--- config.mk ---
export PLATFORM = sky130hd
export DESIGN_NAME = exception_unit_flat
export DESIGN_NICKNAME = d
export VERILOG_FILES = /design/src/rtl/exception_unit_if.sv /design/src/rtl/exception_unit.sv /design/src/flat_wrapper.sv
export SDC_FILE = /design/constraint.sdc
export NUM_CORES = 1
export LEC_CHECK = 0
export ABC_CLOCK_PERIOD_IN_PS = 5000
export BUFFER_PORTS_ARGS = -buffer_cell sky130_fd_sc_hd__buf_2
export CORE_MARGIN = 3
export CORE_UTILIZATION = 45
export CTS_CLUSTER_SIZE = 30
export DETAILED_ROUTE_END_ITERATION = 12
export PLACE_DENSITY = 0.8
export SETUP_SLACK_MARGIN = 0.02
export SYNTH_ARGS = -nofsm -noshare
export SYNTH_HDL_FRONTEND = slang
export SYNTH_SLANG_ARGS = --single-unit
--- constraint.sdc ---
create_clock -name clk -period 5 [get_ports clk]
set_clock_uncertainty 0.1 [all_clocks]
set_input_delay 0.25 -clock clk [delete_from_list [all_inputs] [get_ports clk]]
set_output_delay 0.25 -clock clk [all_outputs]
set_load 0.02 [all_outputs]
--- src/rtl/exception_unit_if.sv ---
// Pipeline-facing signal bundle of the exception unit: trigger-stage inputs
// plus the flush/redirect controls and the architectural exception state.
interface exception_unit_if;
    logic        stageValid;
    logic [4:0]  trigger;
    logic        irq;
    logic        eret;
    logic [31:0] pc;
    logic [31:0] dataAddress;

    logic        flush;
    logic        stall;
    logic        redirect;
    logic [31:0] redirectAddress;
    logic [31:0] epc;
    logic [3:0]  cause;
    logic [31:0] badAddress;
    logic        interruptEnable;

    modport master (
        output stageValid, trigger, irq, eret, pc, dataAddress,
        input  flush, stall, redirect, redirectAddress, epc, cause, badAddress, interruptEnable
    );

    modport slave (
        input  stageValid, trigger, irq, eret, pc, dataAddress,
        output flush, stall, redirect, redirectAddress, epc, cause, badAddress, interruptEnable
    );
endinterface

--- src/rtl/exception_unit.sv ---
// Precise exception/interrupt sequencer: IDLE detects an event, SAVE commits
// epc/cause/badAddress and masks interrupts, VECTOR redirects fetch to the handler.
module exception_unit #(
    parameter logic [31:0] VECTOR_BASE   = 32'h0000_0100,
    parameter int          VECTOR_STRIDE = 16
) (
    input  logic              clk,
    input  logic              reset_n,
    exception_unit_if.slave   bus
);

    typedef enum logic [1:0] {
        IDLE   = 2'd0,
        SAVE   = 2'd1,
        VECTOR = 2'd2
    } state_t;

    localparam logic [3:0]  CAUSE_NONE   = 4'd0;
    localparam logic [3:0]  CAUSE_IRQ    = 4'd1;
    localparam logic [3:0]  CAUSE_BREAK  = 4'd2;
    localparam logic [3:0]  CAUSE_SYSTEM = 4'd3;
    localparam logic [3:0]  CAUSE_UNKNWN = 4'd4;
    localparam logic [3:0]  CAUSE_IALIGN = 4'd5;
    localparam logic [3:0]  CAUSE_DALIGN = 4'd6;
    localparam logic [31:0] STRIDE       = 32'(VECTOR_STRIDE);

    state_t      state_q;
    logic [3:0]  lat_cause_q;
    logic [31:0] lat_pc_q;
    logic [31:0] lat_addr_q;
    logic [31:0] epc_q;
    logic [3:0]  cause_q;
    logic [31:0] bad_addr_q;
    logic        ie_q;
    logic        saved_ie_q;

    logic        irq_req;
    logic        event_take;
    logic        eret_take;
    logic [3:0]  cause_d;
    logic [31:0] vector_addr;

    assign irq_req    = bus.irq & ie_q;
    assign event_take = (state_q == IDLE) & bus.stageValid & ((|bus.trigger) | irq_req);
    assign eret_take  = (state_q == IDLE) & bus.stageValid & bus.eret & ~event_take;

    // trigger bits: [4]=break [3]=system [2]=unknown [1]=instrAlign [0]=dataAlign
    always_comb begin
        cause_d = CAUSE_NONE;
        if (bus.trigger[1])      cause_d = CAUSE_IALIGN;
        else if (bus.trigger[2]) cause_d = CAUSE_UNKNWN;
        else if (bus.trigger[0]) cause_d = CAUSE_DALIGN;
        else if (bus.trigger[3]) cause_d = CAUSE_SYSTEM;
        else if (bus.trigger[4]) cause_d = CAUSE_BREAK;
        else if (irq_req)        cause_d = CAUSE_IRQ;
    end

    // cause_q is already committed by the time VECTOR is reached
    assign vector_addr = VECTOR_BASE + ({28'd0, cause_q} * STRIDE);

    // Pipeline controls are decoded from state so the event cycle can flush
    // combinationally; everything is held low while reset is asserted.
    always_comb begin
        bus.flush           = 1'b0;
        bus.stall           = 1'b0;
        bus.redirect        = 1'b0;
        bus.redirectAddress = 32'd0;
        if (reset_n) begin
            case (state_q)
                IDLE: begin
                    if (event_take) begin
                        bus.flush = 1'b1;
                    end else if (eret_take) begin
                        bus.flush           = 1'b1;
                        bus.redirect        = 1'b1;
                        bus.redirectAddress = epc_q;
                    end
                end
                SAVE: begin
                    bus.flush = 1'b1;
                    bus.stall = 1'b1;
                end
                VECTOR: begin
                    bus.stall           = 1'b1;
                    bus.redirect        = 1'b1;
                    bus.redirectAddress = vector_addr;
                end
                default: ;
            endcase
        end
    end

    always_ff @(posedge clk or negedge reset_n) begin
        if (!reset_n) begin
            state_q     <= IDLE;
            lat_cause_q <= CAUSE_NONE;
            lat_pc_q    <= 32'd0;
            lat_addr_q  <= 32'd0;
            epc_q       <= 32'd0;
            cause_q     <= CAUSE_NONE;
            bad_addr_q  <= 32'd0;
            ie_q        <= 1'b0;
            saved_ie_q  <= 1'b0;
        end else begin
            case (state_q)
                IDLE: begin
                    if (event_take) begin
                        lat_cause_q <= cause_d;
                        lat_pc_q    <= bus.pc;
                        lat_addr_q  <= bus.dataAddress;
                        state_q     <= SAVE;
                    end else if (eret_take) begin
                        // Pop the one-deep enable stack and refill it with 1, so
                        // a boot-time pair of erets is what turns interrupts on.
                        ie_q       <= saved_ie_q;
                        saved_ie_q <= 1'b1;
                    end
                end
                SAVE: begin
                    epc_q      <= lat_pc_q;
                    cause_q    <= lat_cause_q;
                    saved_ie_q <= ie_q;
                    ie_q       <= 1'b0;
                    if (lat_cause_q == CAUSE_DALIGN)      bad_addr_q <= lat_addr_q;
                    else if (lat_cause_q == CAUSE_IALIGN) bad_addr_q <= lat_pc_q;
                    state_q    <= VECTOR;
                end
                VECTOR: begin
                    state_q <= IDLE;
                end
                default: begin
                    state_q <= IDLE;
                end
            endcase
        end
    end

    assign bus.epc             = epc_q;
    assign bus.cause           = cause_q;
    assign bus.badAddress      = bad_addr_q;
    assign bus.interruptEnable = ie_q;

endmodule

--- src/flat_wrapper.sv ---
// flat-port wrapper written by rule: the top's interface ports become plain ports
module exception_unit_flat 
#(
    parameter logic [31:0] VECTOR_BASE   = 32'h0000_0100,
    parameter int          VECTOR_STRIDE = 16
)
  (clk, reset_n, bus_stageValid, bus_trigger, bus_irq, bus_eret, bus_pc, bus_dataAddress, bus_flush, bus_stall, bus_redirect, bus_redirectAddress, bus_epc, bus_cause, bus_badAddress, bus_interruptEnable);
  exception_unit_if bus_i ();
  input  logic clk;
  input  logic reset_n;
  input wire logic [$bits(bus_i.stageValid)-1:0] bus_stageValid;
  input wire logic [$bits(bus_i.trigger)-1:0] bus_trigger;
  input wire logic [$bits(bus_i.irq)-1:0] bus_irq;
  input wire logic [$bits(bus_i.eret)-1:0] bus_eret;
  input wire logic [$bits(bus_i.pc)-1:0] bus_pc;
  input wire logic [$bits(bus_i.dataAddress)-1:0] bus_dataAddress;
  output wire logic [$bits(bus_i.flush)-1:0] bus_flush;
  output wire logic [$bits(bus_i.stall)-1:0] bus_stall;
  output wire logic [$bits(bus_i.redirect)-1:0] bus_redirect;
  output wire logic [$bits(bus_i.redirectAddress)-1:0] bus_redirectAddress;
  output wire logic [$bits(bus_i.epc)-1:0] bus_epc;
  output wire logic [$bits(bus_i.cause)-1:0] bus_cause;
  output wire logic [$bits(bus_i.badAddress)-1:0] bus_badAddress;
  output wire logic [$bits(bus_i.interruptEnable)-1:0] bus_interruptEnable;
  assign bus_i.stageValid = bus_stageValid;
  assign bus_i.trigger = bus_trigger;
  assign bus_i.irq = bus_irq;
  assign bus_i.eret = bus_eret;
  assign bus_i.pc = bus_pc;
  assign bus_i.dataAddress = bus_dataAddress;
  assign bus_flush = bus_i.flush;
  assign bus_stall = bus_i.stall;
  assign bus_redirect = bus_i.redirect;
  assign bus_redirectAddress = bus_i.redirectAddress;
  assign bus_epc = bus_i.epc;
  assign bus_cause = bus_i.cause;
  assign bus_badAddress = bus_i.badAddress;
  assign bus_interruptEnable = bus_i.interruptEnable;
  exception_unit #(.VECTOR_BASE(VECTOR_BASE), .VECTOR_STRIDE(VECTOR_STRIDE)) u_core (.clk(clk), .reset_n(reset_n), .bus(bus_i));
endmodule
* Yosys cells after proc, flatten, opt, wreduce, memory -nomap -nowiden
Cells that the tools add are included.
Word-level totals: flip-flop bits (word level) 140, latch bits 0, RAM bits 0, memory bits (read-only) 0, input bits 74, output and inout port bits 104, word-level logic and storage cells 61, memories 0
Operators by class: add/subtract/negate cells 1, multiply operators 0, divide/modulo/power cells 0, order comparisons 0, equality and inequality tests 7, shift-type cells 0, muxes and demuxes 29, bitwise gates (word level) 7, reductions and logical operators 8
Operator list (number):
- 32-bit 2-to-1 mux | 5
- 32-bit case mux with 2 select lines | 1
- 4-bit 2-to-1 mux | 5
- 1-bit 2-to-1 mux | 12
- 9-bit by 8-bit adder with 10-bit output (first input constant) | 1
- 4-bit by 3-bit equality test with 1-bit output (second input constant) | 2
- 1-bit case mux with 2 select lines | 4
- 1-bit AND | 5
- 5-bit OR reduction | 1
- 2-bit by 1-bit != test with 1-bit output (second input constant) | 2
- 2-bit case mux with 2 select lines | 1
- 2-bit AND reduction | 2
- 2-bit nonzero test | 2
- 3-bit AND reduction | 1
- 2-bit by 1-bit equality test with 1-bit output (second input constant) | 1
- 2-bit equality test (second input constant) | 1
- 2-bit logical NOT | 1
- 2-bit 2-to-1 mux | 1
- 2-bit != test (second input constant) | 1
- 2-bit OR reduction | 1
- 1-bit NOT | 1
- 1-bit bitwise OR | 1

* Longest topological paths before layout
depth after elaboration 9, mapped depth 7, depth with buffers taken out 5

* Least setup slack after synthesis
No wires, ideal clock.
kind register -> output, start point reg u_core.state_q[0], end point out bus_redirectAddress[4], data arrival time 1.844 ns, required time 4.650 ns, path slack 2.806 ns, stages on the path, launching flop included 7, path buffers 1, cells stage by stage dfrtp_1 > inv_1 > ha_1 > nand3_1 > or3_1 > buf_2 > o21ai_0
Between the ends: cells in the longest elaborated chain, start to end 9, elaborated cells between the ends (all ways) 11
RTL lines:
- from (decl) | line exception_unit.sv:27 | state_t state_q;
- from (signal assigned) | line exception_unit.sv:95 | state_q <= IDLE;
- from (signal assigned) | line exception_unit.sv:111 | state_q <= SAVE;
- from (signal assigned) | line exception_unit.sv:126 | state_q <= VECTOR;
- 2-bit logical NOT | line exception_unit.sv:44, exception_unit.sv:45, exception_unit.sv:69
- 1-bit AND | line exception_unit.sv:44, exception_unit.sv:45
- 1-bit AND | line exception_unit.sv:44 | assign event_take = (state_q == IDLE) & bus.stageValid & ((|bus.trigger) | irq_req);
- 1-bit NOT | line exception_unit.sv:45 | assign eret_take = (state_q == IDLE) & bus.stageValid & bus.eret & ~event_take;
- 1-bit AND | line exception_unit.sv:45
- 32-bit 2-to-1 mux | line exception_unit.sv:73 | end else if (eret_take) begin
- 32-bit 2-to-1 mux | line exception_unit.sv:71 | if (event_take) begin
- 32-bit case mux with 2 select lines * | line exception_unit.sv:69 | case (state_q)
- 32-bit 2-to-1 mux * | line exception_unit.sv:68 | if (reset_n) begin
- to (decl) | line flat_wrapper.sv:20 | output wire logic [$bits(bus_i.redirectAddress)-1:0] bus_redirectAddress;
Every way passes the cells marked *; elsewhere a longest branch is shown, timed or not.

* Worst setup path in the final report
start point in reset_n, end point out bus_redirectAddress[16]
Between the ends: cells in the longest elaborated chain, start to end 1
RTL lines:
- from (decl) | line flat_wrapper.sv:10 | input logic reset_n;
- 32-bit 2-to-1 mux | line exception_unit.sv:68
Every way passes these cells.

==> flow_summary_export.csv <==
group,metric,value,unit
pwr,p_clk_share,23.2,%
timing,finalSetupViolations,0,
finish,layout-drive-gt1-share,58.7,%
timing,period_needed,3.28,ns
global_route,grt_pass1_wl,23700,um
worst_setup_path,r2r_end,"u_core.bus.badAddress[22]",
pwr,cellLeakagePower,3.89,nW
clocking,cts.clk_slew.worst_paths,0.05,ns
global_route,gr-total-overflow,0,
worst_hold_path,hp-class,"input pin to flip-flop",
placed_design,dp_cells,745,
pwr,powerDensity,671,mW/mm2
run_status,status,"completed",
die,start_util,46.9,%
die,rows,41,
synthesis,async_flop_share,100,%
pwr,p_sw,1.93,mW
worst_setup_path,cp-startpoint,"reset_n",
global_route,grt_max_degree,80,
finish,final_cell_mix,"buf_2 (175), mux2_2 (159), dfrtp_1 (138)",
global_route,grt_antenna_before_repair,0,
synthesis,synth_cell_types,37,
clocking,root_buffer,"clkbuf_16",
synthesis,synth_nets,492,
worst_setup_path,worstSetupPathType,"input pin to primary output",
worst_setup_path,worstPathArrival,2.93,ns
timing,max_freq,305,MHz
synthesis,ys.flop_type,"dfrtp_1",
die,core_area,0.0129,mm2
finish,fin_area,0.00835,mm2
pwr,peakVddDrop,391,uV
placed_design,port_buffers,176,
clocking,cts_tree,"yes",
synthesis,synth_edf_count,0,
run,drv_cap,0,
route,drt_first_pass_iters,4,
clocking,cts_made_buffers,17,
timing,max_slew.worst_pin.slew,1.10,ns
timing,hold_violations,0,
timing,relSlewSlack,26.6,%
worst_setup_path,startpoint_type,"input pin",
pwr,seqPwrFrac,37.4,%
die,die_area,0.0148,mm2
finish,finalNonFillerCells,843,
route,detail_route.wl_per_cell,18.1,um
clocking,clk_path_buf_depth,2,
clocking,clock_latency,0.40,ns
route,drt_iter0_drc,230,
synthesis,avgSynthCellArea,14.6,um2
worst_setup_path,timing.critical_path.to,"bus_redirectAddress[16]",
route,routed_wl,15300,um
worst_setup_path,ff2ff_path_depth,6,
finish,multi_input_area,0.00244,mm2
timing,maxSlewViolCount,0,
synthesis,yosysWarningCount,0,
synthesis,seq_area_frac_synth,57.2,%
die,die_width,122,um
finish,ff_latch_area,0.00345,mm2
timing,min_period_over_period,65.6,%
worst_setup_path,setup.worst_path.end_class,"primary output",
route,vias,4339,
clocking,cts_num_sinks,138,
pwr,p_int,3.67,mW
clocking,cts_hold_buffers,64,
finish,area_growth_syn_to_layout,38.2,%
timing,fin_setup_tns,0,ns
pwr,power.share.combinational,39.4,%
timing,rsz0062_at_grt,"false",
global_route,grt_use_total,21.1,%
clocking,htree_levels,4,
synthesis,netlist_instances,414,
clocking,cts_setup_buffers,0,
finish,nFillCells,938,
finish,final_common_cell,"buf_2",
worst_setup_path,ff2ff_setup_slack,2.04,ns
placed_design,gp_congestion,0.812,
global_route,grt_pass1_vias,4631,
synthesis,synth_seq_cells,138,
die,io_pins,178,
synthesis,synth_area,0.00604,mm2
route,drc,0,
route,detail-route-antenna-nets,0,
worst_setup_path,rr_startpoint,"u_core.state_q[1]",
route,via_per_inst,5.15,
worst_setup_path,cp_max_fo,79,
placed_design,hpwl,9760,um
clocking,ctsResizeCount,0,
finish,nNetsFinal,735,
worst_setup_path,crit_required,4.65,ns
die,fp.dieH,122,um
pwr,p_sw_share,34.4,%
placed_design,place_area,0.00707,mm2
==> power by group through the flow <==
stage	logic (mW)	clock network, mW	registers [mW]
6_report	2.21	1.30	2.09
5_1_grt	2.36	1.39	2.16
4_1_cts	2.22	1.33	2.08
3_5_place_dp	2.17	0	2.09
3_3_place_gp	2.10	0	2.05
2_1_floorplan	1.25	0	2.32
==> synthesized netlist by cell type (2+ instances only) <==
library cell	number	area, um2
or3_1	2	12.5
o21ai_0	5	25.0
a21oi_1	4	20.0
and2_1	14	87.6
mux2i_1	2	20.0
nand3b_1	2	15.0
mux2_1	6	67.6
nor2_1	2	7.51
buf_2	11	55.1
buf_4	5	37.5
inv_1	9	33.8
and2_2	15	113
nand3_1	6	30.0
ha_1	4	50.1
nor3_1	2	10.0
dfrtp_1	138	3450
buf_6	2	22.5
nand2_1	4	15.0
mux2_2	159	1790
clkbuf_1	5	18.8
==> metrics by stage <==
step                      total power, mW  setup slack (ns)  utilization [%]  hold WS (ns)
after floorplan                      3.57              2.81                -        -0.146
after global placement               4.15              2.15             54.9         0.196
after detailed placement             4.26              2.04             54.9         0.219
after CTS                            5.63              1.62             64.7       0.00118
after global routing                 5.91              1.41             64.8       0.00479
final                                5.60              1.72             64.8        0.0190
==> cell families (layout without fill, tap and decap cells) <==
family / Yosys count / after routing / synth area share (%)
mux: 167 / 167 / 31.1
compound gates: 18 / 18 / 2.03
xor+xnor: 1 / 1 / 0.145
other cells: 1 / 2 / 0.0621
buf+inv: 32 / 288 / 2.78
flops: 138 / 138 / 57.2
fa+ha+maj: 4 / 4 / 0.829
simple gates: 53 / 53 / 5.86
==> layout make-up <==
| type | count | area share, % |
|---|---|---|
| antenna | 1 | 0.0300 |
| timing repair buffer | 247 | 19.0 |
| inverter | 9 | 0.405 |
| clock inverter | 12 | 2.07 |
| sequential | 138 | 41.4 |
| tap | 172 | 2.58 |
| clock buffer | 20 | 5.35 |
| multi-input combinational | 244 | 29.2 |
==> per-layer routing <==
layer | global-route usage (%) | share of wire, % | vias to the layer above
met2 | 38.2 | 54 | 155
li1 | - | - | 1956
met3 | 5.34 | 4.6 | 26
met1 | 23.4 | 39 | 2202
met5 | 0 | 0 | -
met4 | 9.03 | 2.3 | 0
==> worst max-delay path: stages <==
cell and delay [ns]:
dlygate4sd3_1 0.54, buf_6 0.52, inv_1 0.21, nor4_4 0.69, buf_4 0.33, and2_2 0.17
buf_2 0.16
==> state kept, by name, indices dropped and copies added, names as in the netlist <==
register,cells
u_core.lat_pc_q,32
u_core.bus.interruptEnable,1
u_core.state_q,2
u_core.lat_cause_q,3
u_core.bus.cause,3
u_core.lat_addr_q,32
u_core.saved_ie_q,1
u_core.bus.epc,32
u_core.bus.badAddress,32
==> worst min path at each step <==
stage | startpoint | end | slack [ns] | cells after the start
2_1_floorplan | reset_n | u_core.bus.badAddress[0] | -0.15 | 0
3_3_place_gp | reset_n | u_core.bus.epc[9] | 0.20 | 1
3_5_place_dp | reset_n | u_core.bus.epc[9] | 0.22 | 1
4_1_cts | bus_trigger[1] | u_core.lat_cause_q[1] | 0.001 | 2
5_1_grt | bus_trigger[1] | u_core.lat_cause_q[1] | 0.005 | 2
6_report | bus_trigger[1] | u_core.lat_cause_q[1] | 0.02 | 2
Note: power is estimated with default switching activity, not from simulation.
